==> config.mk <==
export PLATFORM = sky130hd
export DESIGN_NAME = display_scan_mux
export DESIGN_NICKNAME = d
export VERILOG_FILES = /design/src/rtl/display_scan_mux.sv
export SDC_FILE = /design/constraint.sdc
export NUM_CORES = 1
export LEC_CHECK = 0
export BUFFER_PORTS_ARGS = -buffer_cell sky130_fd_sc_hd__buf_2
export CAP_MARGIN = 25
export CORE_AREA = 2 2 68 70
export CTS_BUF_LIST = sky130_fd_sc_hd__clkbuf_8
export CTS_CLUSTER_SIZE = 16
export DETAILED_ROUTE_END_ITERATION = 10
export DIE_AREA = 0 0 70 72
export PLACE_DENSITY = 0.79
export SETUP_SLACK_MARGIN = 0.2
export SKIP_CTS_REPAIR_TIMING = 1
export SYNTH_ARGS = -nofsm -noshare
export SYNTH_HDL_FRONTEND = slang
export SYNTH_SLANG_ARGS = --single-unit
==> constraint.sdc <==
create_clock -name clk -period 4.9 [get_ports clk]
set_clock_uncertainty 0.05 [all_clocks]
set_input_delay 0.245 -clock clk [delete_from_list [all_inputs] [get_ports clk]]
set_output_delay 0.245 -clock clk [all_outputs]
set_load 0.01 [all_outputs]
==> src/rtl/display_scan_mux.sv <==
// Time-multiplexed hex scanner that feeds a shared 7-segment decoder and updates its value frame-synchronously.
// Optional build macro LEADING_ZERO_BLANK_EN suppresses leading zero digits.
module display_scan_mux #(
  parameter int DIGITS   = 4,
  parameter int SCAN_DIV = 50000
) (
  input  logic                      clk,
  input  logic                      rst,
  input  logic                      load,
  input  logic [4*DIGITS-1:0]       value,
  output logic [3:0]                num,
  output logic [DIGITS-1:0]         anode,
  output logic [$clog2(DIGITS)-1:0] digit_idx,
  output logic                      frame_done,
  output logic                      blank
);

  localparam int IW = $clog2(DIGITS);
  localparam int PW = $clog2(SCAN_DIV);

  logic [PW-1:0]       presc;
  logic [IW-1:0]       idx;
  logic [4*DIGITS-1:0] disp;
  logic [4*DIGITS-1:0] shadow;
  logic                pending;
  logic                tc;
  logic                last;
  logic                fb;

  assign tc   = (presc == PW'(SCAN_DIV - 1));
  assign last = (idx == IW'(DIGITS - 1));
  assign fb   = tc && last;

  always_ff @(posedge clk or posedge rst) begin
    if (rst) begin
      presc      <= '0;
      idx        <= '0;
      frame_done <= 1'b0;
    end else begin
      frame_done <= fb;
      if (tc) begin
        presc <= '0;
        idx   <= last ? '0 : idx + IW'(1);
      end else begin
        presc <= presc + PW'(1);
      end
    end
  end

  // A load coinciding with the frame boundary bypasses the shadow so the newest value wins.
  always_ff @(posedge clk or posedge rst) begin
    if (rst) begin
      disp    <= '0;
      shadow  <= '0;
      pending <= 1'b0;
    end else if (load && fb) begin
      disp    <= value;
      pending <= 1'b0;
    end else if (load) begin
      shadow  <= value;
      pending <= 1'b1;
    end else if (fb && pending) begin
      disp    <= shadow;
      pending <= 1'b0;
    end
  end

  logic [3:0]        nib;
  logic [DIGITS-1:0] onehot;
  logic              blank_int;

`ifdef LEADING_ZERO_BLANK_EN
  // upzero[i] is set when nibbles i..DIGITS-1 are all zero.
  logic [DIGITS-1:0] upzero;
  logic              lz;

  always_comb begin
    upzero = '0;
    upzero[DIGITS-1] = (disp[4*(DIGITS-1) +: 4] == 4'h0);
    for (int i = DIGITS - 2; i >= 0; i--) begin
      upzero[i] = upzero[i+1] && (disp[4*i +: 4] == 4'h0);
    end
  end

  always_comb begin
    nib = 4'h0;
    lz  = 1'b0;
    for (int i = 0; i < DIGITS; i++) begin
      if (idx == IW'(i)) begin
        nib = disp[4*i +: 4];
        lz  = upzero[i];
      end
    end
  end

  assign blank_int = (idx != '0) && lz;
`else
  always_comb begin
    nib = 4'h0;
    for (int i = 0; i < DIGITS; i++) begin
      if (idx == IW'(i)) begin
        nib = disp[4*i +: 4];
      end
    end
  end

  assign blank_int = 1'b0;
`endif

  assign onehot    = DIGITS'(1) << idx;
  assign num       = blank_int ? 4'h0 : nib;
  assign anode     = blank_int ? '1 : ~onehot;
  assign digit_idx = idx;
  assign blank     = blank_int;

endmodule

==> impl_results.md, run 1 <==
- Endpoint kind of the worst setup timing path: flop
- Hold slack final: 135 ps
- Met1 Routed Length: 2290 um
- Pin count of the biggest net entering global routing: 28
- Share of flip-flops with an asynchronous set or reset: 100%
- First-pass iteration count of the detailed router: 4
- Outcome: finished clean
- #FFs+latches synth: 52
- Summed negative setup slack over all endpoints: 0 ps
- Post-layout instance count excluding filler cells: 327
- Post-route ant nets: 0
- Routed wire length on met2: 2350 um
- Die height: 72 um
- Final routed wirelength across all metal layers: 4900 um
- HPWL Detailed: 3530 um
- Launch point of the worst reg-to-reg path: presc[11]$_DFF_PP0_
- Final worst path period need: 2420 ps
- Placement Rows: 24
- CTS clk-pin slew, worst paths: 90 ps
- Net count reported at finish: 298
- Ys Warns: 0
- Count of clock tree sinks: 52
- Sequential Power Share: 56.2%
- Wire length on met3: 202 um
- Instance count after placement with tap cells included: 318
- Design internal power: 0.000630 W
- DR WL/cell: 15.0 um
- Hold Path Depth: 2
- Critical register-to-register path endpoint: shadow[3]$_DFFE_PP0P_
- Number of hold violations in the final report: 0
- Register-to-Register Setup Slack: 2480 ps
- Sequential share of the synthesized area: 50.6%
- Normalized max-slew margin: 61.2%
- Initial standard-cell utilization of the core: 60.3%
- Combinational group share of total power: 7.9%
- Number of cells on the worst reg-to-reg path: 4
- Peak VDD IR: 0.214 mV
- Layout overhead on the synthesized area: 11.7%
- Cells taking the most area after synthesis: sky130_fd_sc_hd__dfrtp_1, sky130_fd_sc_hd__nand2_1, sky130_fd_sc_hd__mux2_2, sky130_fd_sc_hd__a2bb2oi_2, sky130_fd_sc_hd__a21oi_1
- Proportion of netlist area held by the largest area contributor: 50.6%
- Number of enable flip-flop cells after synthesis: 0
- Core outline area: 0.00426 mm2
- Number of buffers between clock root and the deepest sink: 2
- Path category of the worst min-delay check: in2reg
- Net switching power: 0.000184 W
- Cell area after placement: 0.00275 mm2
- Primary FF master, synth: sky130_fd_sc_hd__dfrtp_1
- Fraction of power spent switching nets: 22.6%
- Synthesized cell area: 0.00257 mm2
- Most numerous cell types in the synthesized netlist: sky130_fd_sc_hd__dfrtp_1, sky130_fd_sc_hd__nand2_1, sky130_fd_sc_hd__inv_1
- Slew at the pin closest to its max-slew limit: 580 ps
- Die span in x: 70 um
- Via count of the first global-routing pass: 1782
- DRC violations left: 0
- Number of distinct library cell variants in the gate-level netlist after synthesis: 41
- Initial antenna violation count: 0
- Cell area power density: 284 mW/mm2
- Required time reported for the critical path endpoint: 5050 ps
- Violation count after the first detailed-route iteration: 166
- Total number of vias: 1817
- Most frequently used cell type in the post-synthesis netlist: sky130_fd_sc_hd__dfrtp_1
- Global placer's final weighted congestion: 0.823
- CTS tree: built
- Setup Viol. Count Final: 0
- Filler cell count: 357
- Final number of max-transition violations: 0
- Final antenna diode count: 0
- Global-route total usage across every layer: 21.3%
- Worst setup path class: reg2reg
- RSZ-0062 raised after global routing: no
- Clock insertion delay at the later pin of the skew report: 300 ps
- Max-cap viol count: 0
- Syn Inst Count: 245
- Root Buffer: sky130_fd_sc_hd__clkbuf_8
- Gr ovfl total: 0
- Share of layout cells above drive strength 1: 22.9%
- Top routing layer used: met4
- H-tree depth: 2
- Mean cell area of the mapped netlist: 10.5 um2
- Min-Delay Endpoint: shadow[5]$_DFFE_PP0P_
- Maximum fanout along the worst path: 17
- Total leakage power: 1.24 nW
- Global-route wire length before repair: 8470 um
- Category of the worst setup path launch point: flop
- Register Area: 0.00130 mm2
- Cell type contributing the most total cell area after synthesis: sky130_fd_sc_hd__dfrtp_1
- End-of-flow core utilization: 67.3%
- Hold path startpoint: value[5]
- Ratio of routed vias to standard cells: 5.56
- Footprint of the multi-input gates: 0.00114 mm2
- Share of power burned in the clock network: 35.9%
- Crit path arrival time: 2570 ps
- Maximum clock frequency: 413 MHz
- Share of the cycle needed by the critical path after routing: 49.4%
- # port buffers: 29
- Full die area: 0.00504 mm2
- Design Area, Final: 0.00287 mm2
- Inserted Clock Buffers: 5
- Number of nets in the synthesized netlist: 269
- I/O pin total: 31
==> layout by cell type, fill, tap and decap left out, types with 2 or more instances in the layout <==
cell	count
sky130_fd_sc_hd__dfrtp_1	52
sky130_fd_sc_hd__nand2_1	29
sky130_fd_sc_hd__buf_2	29
sky130_fd_sc_hd__inv_1	15
sky130_fd_sc_hd__a21oi_1	15
sky130_fd_sc_hd__o21ai_0	14
sky130_fd_sc_hd__nor2_1	12
sky130_fd_sc_hd__nand3_1	11
sky130_fd_sc_hd__mux2_2	9
sky130_fd_sc_hd__nor3b_1	8
sky130_fd_sc_hd__xnor2_1	8
sky130_fd_sc_hd__o22a_1	7
sky130_fd_sc_hd__o22ai_1	6
sky130_fd_sc_hd__a2bb2oi_2	6
sky130_fd_sc_hd__ha_1	5
sky130_fd_sc_hd__clkbuf_8	5
sky130_fd_sc_hd__nand4_1	4
sky130_fd_sc_hd__nand3b_1	4
sky130_fd_sc_hd__xor2_1	4
sky130_fd_sc_hd__nor3_1	3
sky130_fd_sc_hd__a32oi_1	3
sky130_fd_sc_hd__nor2b_1	2
sky130_fd_sc_hd__inv_2	2
sky130_fd_sc_hd__buf_4	2
==> area by class of cell <==
type	count	area share (%)
flip-flops and latches	52	45.3
multi-input cells	165	39.7
repair buffers	33	6.62
clock buffers	5	2.40
well taps	52	2.27
inverters	17	2.22
clock inverters	3	1.48
==> through the flow <==
step / setup slack (ps) / total power (W)
finish: 2480 / 0.000814
global route: 2360 / 0.000850
detailed placement: 2480 / 0.000531
CTS: 2460 / 0.000820
global placement: 2510 / 0.000527
floorplan: 2720 / 0.000509
==> sequential cells by signal, indices dropped and copies added, names as in the netlist <==
| name | flops |
|---|---|
| frame_done | 1 |
| digit_idx | 2 |
| presc | 16 |
| pending | 1 |
| shadow | 16 |
| disp | 16 |
==> critical path, cell delays in order (launching register included) <==
cell and delay (ps):
sky130_fd_sc_hd__dfrtp_1 430, sky130_fd_sc_hd__or4b_4 590, sky130_fd_sc_hd__o41ai_4 580, sky130_fd_sc_hd__buf_4 310, sky130_fd_sc_hd__mux2_2 350
==> power by group through the flow <==
stage          Clock, W  Combinational, W  Sequential, W
2_1_floorplan         0         0.0000455       0.000463
3_3_place_gp          0         0.0000612       0.000466
3_5_place_dp          0         0.0000644       0.000466
4_1_cts        0.000297         0.0000647       0.000458
5_1_grt        0.000316         0.0000731       0.000460
6_report       0.000292         0.0000641       0.000458
==> cell families after synthesis <==
group	after synthesis	share of synthesized area [%]
and+or+nand+nor	84	17.9
muxes	10	4.33
DFF	52	50.6
AOI/OAI and AO/OA	53	15.4
other	1	0.146
xor gates and xnor gates	12	4.09
adders and majority gates	5	2.43
buffers and inverters	28	5.06
==> how the worst max path moves through the flow <==
stage / startpoint / endpoint / slack (ps) / cells after the start
after floorplan: presc[11]$_DFF_PP0_ / shadow[0]$_DFFE_PP0P_ / 2720 / 4
after global placement: presc[11]$_DFF_PP0_ / shadow[15]$_DFFE_PP0P_ / 2510 / 4
after detailed placement: presc[11]$_DFF_PP0_ / shadow[3]$_DFFE_PP0P_ / 2480 / 4
after CTS: presc[11]$_DFF_PP0_ / shadow[3]$_DFFE_PP0P_ / 2460 / 4
after global routing: digit_idx[1]$_DFFE_PP0N_ / shadow[7]$_DFFE_PP0P_ / 2360 / 5
final: presc[11]$_DFF_PP0_ / shadow[3]$_DFFE_PP0P_ / 2480 / 4
==> layer usage <==
layer / track usage [%] / up-vias
met1: 29.2 / 863
met2: 33.2 / 34
met3: 5.28 / 4
li1: - / 916
met5: 0 / -
met4: 8.33 / 0
Power figures use the tool's default switching activity.
==> inputs of run 2 (changes only) <==
--- a/config.mk
+++ b/config.mk
@@ -5,14 +5,15 @@
 export SDC_FILE = /design/constraint.sdc
 export NUM_CORES = 1
 export LEC_CHECK = 0
+export ABC_AREA = 1
 export BUFFER_PORTS_ARGS = -buffer_cell sky130_fd_sc_hd__buf_2
 export CAP_MARGIN = 25
-export CORE_AREA = 2 2 68 70
+export CORE_AREA = 2 2 71 73
 export CTS_BUF_LIST = sky130_fd_sc_hd__clkbuf_8
 export CTS_CLUSTER_SIZE = 16
 export DETAILED_ROUTE_END_ITERATION = 10
-export DIE_AREA = 0 0 70 72
-export PLACE_DENSITY = 0.79
+export DIE_AREA = 0 0 73 75
+export PLACE_DENSITY = 0.78
 export SETUP_SLACK_MARGIN = 0.2
 export SKIP_CTS_REPAIR_TIMING = 1
 export SYNTH_ARGS = -nofsm -noshare
==> constraint.sdc (replaced) <==
create_clock -name clk -period 2.4 [get_ports clk]
set_clock_uncertainty 0.05 [all_clocks]
set_input_delay 0.12 -clock clk [delete_from_list [all_inputs] [get_ports clk]]
set_output_delay 0.12 -clock clk [all_outputs]
set_load 0.01 [all_outputs]
==> run 2 against run 1 <==
Against the previous run: first-iteration DRC count shrank 7.8%; combinational power is 78% higher; sequential power is 99% higher; core utilization decreased by 0.55 points; synthesized area grew 9.5%; largest cell class unchanged; sequential share of layout area decreased by 3.5 points; cell count increased by 39%; sequential cell count did not move; non-clock buffer count rose by 2; clock power increased by 110%; die area rose by 8.6%; worst hold slack lost 130 ps; critical path type is now reg2out.
==> impl_results.md, run 2 <==
- Outcome: finished clean (unchanged)
- Normalized max-slew margin: 56.0% (was 61.2%)
- Initial standard-cell utilization of the core: 60.4% (was 60.3%)
- Primary FF master, synth: sky130_fd_sc_hd__dfrtp_1 (unchanged)
- #FFs+latches synth: 52 (unchanged)
- Maximum fanout along the worst path: 5 (was 17)
- Number of buffers and inverters on the critical path: 3 (was 1)
- Pin count of the biggest net entering global routing: 33 (was 28)
- Violation count after the first detailed-route iteration: 153 (was 166)
- DR WL/cell: 12.2 um (was 15.0 um)
- Required time reported for the critical path endpoint: 2230 ps (was 5050 ps)
- Peak VDD IR: 0.309 mV (was 0.214 mV)
- First-pass iteration count of the detailed router: 4 (unchanged)
- CTS clk-pin slew, worst paths: 100 ps (was 90 ps)
- Global-route wire length before repair: 9240 um (was 8470 um)
- Mean cell area of the mapped netlist: 7.67 um2 (was 10.5 um2)
- Syn Inst Count: 367 (was 245)
- Total leakage power: 1.88 nW (was 1.24 nW)
- Fraction of power spent switching nets: 23.1% (was 22.6%)
- Endpoint kind of the worst setup timing path: output pin (was flop)
- Registers with the highest flip-flop counts: disp (16), presc (16), shadow (16) (unchanged)
- Share of the cycle needed by the critical path after routing: 81.5%
- Total number of vias: 2310 (was 1817)
- Max-cap viol count: 0 (unchanged)
- Slew at the pin closest to its max-slew limit: 658 ps (was 580 ps)
- Sequential Power Share: 56.0% (was 56.2%)
- List of cells traversed by the critical path: inv_1 -> ha_1 -> inv_1 -> o21ai_0 -> o21ai_0 -> buf_2 (was or4b_4 -> o41ai_4 -> buf_4 -> mux2_2)
- Clock insertion delay at the later pin of the skew report: 310 ps (was 300 ps)
- Hold slack final: 4.95 ps (was 135 ps)
- Synthesized cell area: 0.00282 mm2 (was 0.00257 mm2)
- Final worst path period need: 1960 ps
- Share of flip-flops with an asynchronous set or reset: 100% (unchanged)
- Path category of the worst min-delay check: in2reg (unchanged)
- Share of power burned in the clock network: 37.0% (was 35.9%)
- Final antenna diode count: 0 (unchanged)
- Category of the worst setup path launch point: flop (unchanged)
- Post-placement setup slack: 525 ps (was 2480 ps)
- RSZ-0062 raised after global routing: no (unchanged)
- Combinational group share of total power: 7.0% (was 7.9%)
- H-tree depth: 2 (unchanged)
- Post-route ant nets: 0 (unchanged)
- Layout overhead on the synthesized area: 10.5% (was 11.7%)
- Most numerous cell types in the synthesized netlist: sky130_fd_sc_hd__nand2_1, sky130_fd_sc_hd__dfrtp_1, sky130_fd_sc_hd__inv_1 (was sky130_fd_sc_hd__dfrtp_1, sky130_fd_sc_hd__nand2_1, sky130_fd_sc_hd__inv_1)
- Number of distinct library cell variants in the gate-level netlist after synthesis: 34 (was 41)
- Worst setup path class: reg2out (was reg2reg)
- Placement Rows: 25 (was 24)
- Cell area power density: 524 mW/mm2 (was 284 mW/mm2)
- Full die area: 0.00548 mm2 (was 0.00504 mm2)
- Via count of the first global-routing pass: 2010 (was 1782)
- Net count reported at finish: 422 (was 298)
- Global-route total usage across every layer: 21.6% (was 21.3%)
- Number of enable flip-flop cells after synthesis: 0 (unchanged)
- Sequential share of the synthesized area: 46.2% (was 50.6%)
- Setup Viol. Count Final: 0 (unchanged)
- Critical Path Slowest Stage Cell: sky130_fd_sc_hd__dfrtp_1 (was sky130_fd_sc_hd__or4b_4)
- Final routed wirelength across all metal layers: 5510 um (was 4900 um)
- Kind of cell with the highest combined delay on the critical path: buffers and inverters (was simple AND/OR/NAND/NOR gates)
- Maximum clock frequency: 511 MHz
- Inserted Clock Buffers: 5 (unchanged)
- Number of hold violations in the final report: 0 (unchanged)
- Most frequently used cell type in the post-synthesis netlist: sky130_fd_sc_hd__nand2_1 (was sky130_fd_sc_hd__dfrtp_1)
- Root Buffer: sky130_fd_sc_hd__clkbuf_8 (unchanged)
- Number of nets in the synthesized netlist: 391 (was 269)
- Final number of max-transition violations: 0 (unchanged)
- CTS tree: built (unchanged)
- Ratio of routed vias to standard cells: 5.10 (was 5.56)
- HPWL Detailed: 3950 um (was 3530 um)
- Cell type contributing the most total cell area after synthesis: sky130_fd_sc_hd__dfrtp_1 (unchanged)
- Gr ovfl total: 0 (unchanged)
- Summed negative setup slack over all endpoints: 0 ps (unchanged)
- Core outline area: 0.00466 mm2 (was 0.00426 mm2)
- Leading cell types in the layout, fill and taps excluded: sky130_fd_sc_hd__nand2_1, sky130_fd_sc_hd__dfrtp_1, sky130_fd_sc_hd__inv_1, sky130_fd_sc_hd__nor2_1, sky130_fd_sc_hd__buf_2 (was sky130_fd_sc_hd__dfrtp_1, sky130_fd_sc_hd__nand2_1, sky130_fd_sc_hd__buf_2, sky130_fd_sc_hd__inv_1, sky130_fd_sc_hd__a21oi_1)
- Count of clock tree sinks: 52 (unchanged)
- Initial antenna violation count: 0 (unchanged)
- Global placer's final weighted congestion: 0.875 (was 0.823)
- Most frequent standard cell in the layout excluding fill and tap cells: sky130_fd_sc_hd__nand2_1 (was sky130_fd_sc_hd__dfrtp_1)
- I/O pin total: 31 (unchanged)
- Cells taking the most area after synthesis: sky130_fd_sc_hd__dfrtp_1, sky130_fd_sc_hd__nand2_1, sky130_fd_sc_hd__inv_1, sky130_fd_sc_hd__nor2_1, sky130_fd_sc_hd__nand3_1 (was sky130_fd_sc_hd__dfrtp_1, sky130_fd_sc_hd__nand2_1, sky130_fd_sc_hd__mux2_2, sky130_fd_sc_hd__a2bb2oi_2, sky130_fd_sc_hd__a21oi_1)
- DRC violations left: 0 (unchanged)
- Crit path arrival time: 1790 ps (was 2570 ps)
- Ys Warns: 0 (unchanged)
- Number of buffers between clock root and the deepest sink: 2 (unchanged)
- # port buffers: 29 (unchanged)
- Die span in x: 73 um (was 70 um)
- Die height: 75 um (was 72 um)
- Crit-path max cell delay: 430 ps (was 590 ps)
- Proportion of netlist area held by the largest area contributor: 46.2% (was 50.6%)
- Design internal power: 0.00125 W (was 0.000630 W)
- Net switching power: 0.000377 W (was 0.000184 W)
- Share of layout cells above drive strength 1: 16.3% (was 22.9%)
- Worst Setup Slack, final: 444 ps (was 2480 ps)
-- run 2: path summary, 6_finish.rpt --
kind                            cells after the start                     start  slack (ps)                     to
worst max register to register                      5  digit_idx[0]$_DFFE_PP0N_         500   disp[12]$_DFFE_PP0P_
max in group asynchronous                           4                       rst        1290     presc[5]$_DFF_PP0_
worst min-delay path                                3                  value[1]           5  shadow[1]$_DFFE_PP0P_
worst min register to register                      1        presc[0]$_DFF_PP0_         410     presc[0]$_DFF_PP0_
worst max-delay path                                6  digit_idx[0]$_DFFE_PP0N_         440                 num[1]
min in group asynchronous                           3                       rst         390  shadow[3]$_DFFE_PP0P_
-- run 2: worst min-delay path: stages --
cell	delay [ps]
sky130_fd_sc_hd__buf_2	90
sky130_fd_sc_hd__nand3_1	70
sky130_fd_sc_hd__nand2_1	60
-- run 2: routing by layer --
metal | up-vias | global-route usage (%) | routed length [um]
met5 | - | 0 | 0
met4 | 0 | 6.38 | 63
met3 | 9 | 4.15 | 244
met2 | 64 | 31.0 | 2430
met1 | 1056 | 33.3 | 2770
li1 | 1181 | - | -
-- run 2: kinds of logic after synthesis --
logic type                 share of synthesized area (%)
AOI/OAI and AO/OA                                   4.22
and+or+nand+nor                                     36.4
xor gates and xnor gates                            1.55
DFF                                                 46.2
other                                              0.133
adders and majority gates                           2.22
buffers and inverters                               9.28
-- run 2: area by class of cell --
| type | count | area (um2) |
|---|---|---|
| Clock buffer | 5 | 68.8 |
| Fill cell | 414 | 1550 |
| Sequential cell | 52 | 1300 |
| Timing Repair Buffer | 35 | 195 |
| Clock inverter | 3 | 42.5 |
| Tap cell | 54 | 67.6 |
| Inverter | 49 | 184 |
| Multi-Input combinational cell | 255 | 1250 |
-- run 2: metrics by stage --
| step | instance area, um2 | utilization, % | instances | power [W] |
|---|---|---|---|---|
| after detailed placement | 2980 | 64.0 | 443 | 0.00104 |
| final | 3110 | 66.8 | 453 | 0.00163 |
| after global placement | 2980 | 64.0 | 443 | 0.00104 |
| after floorplan | 2820 | - | 367 | 0.00101 |
| after CTS | 3090 | 66.4 | 451 | 0.00164 |
| after global routing | 3110 | 66.8 | 453 | 0.00170 |
-- run 2: power by group through the flow --
| stage | clock (W) | combinational (W) | sequential [W] |
|---|---|---|---|
| floorplan | 0 | 0.0000802 | 0.000928 |
| global placement | 0 | 0.000110 | 0.000930 |
| detailed placement | 0 | 0.000112 | 0.000931 |
| CTS | 0.000618 | 0.000113 | 0.000913 |
| global route | 0.000648 | 0.000132 | 0.000917 |
| finish | 0.000604 | 0.000114 | 0.000913 |
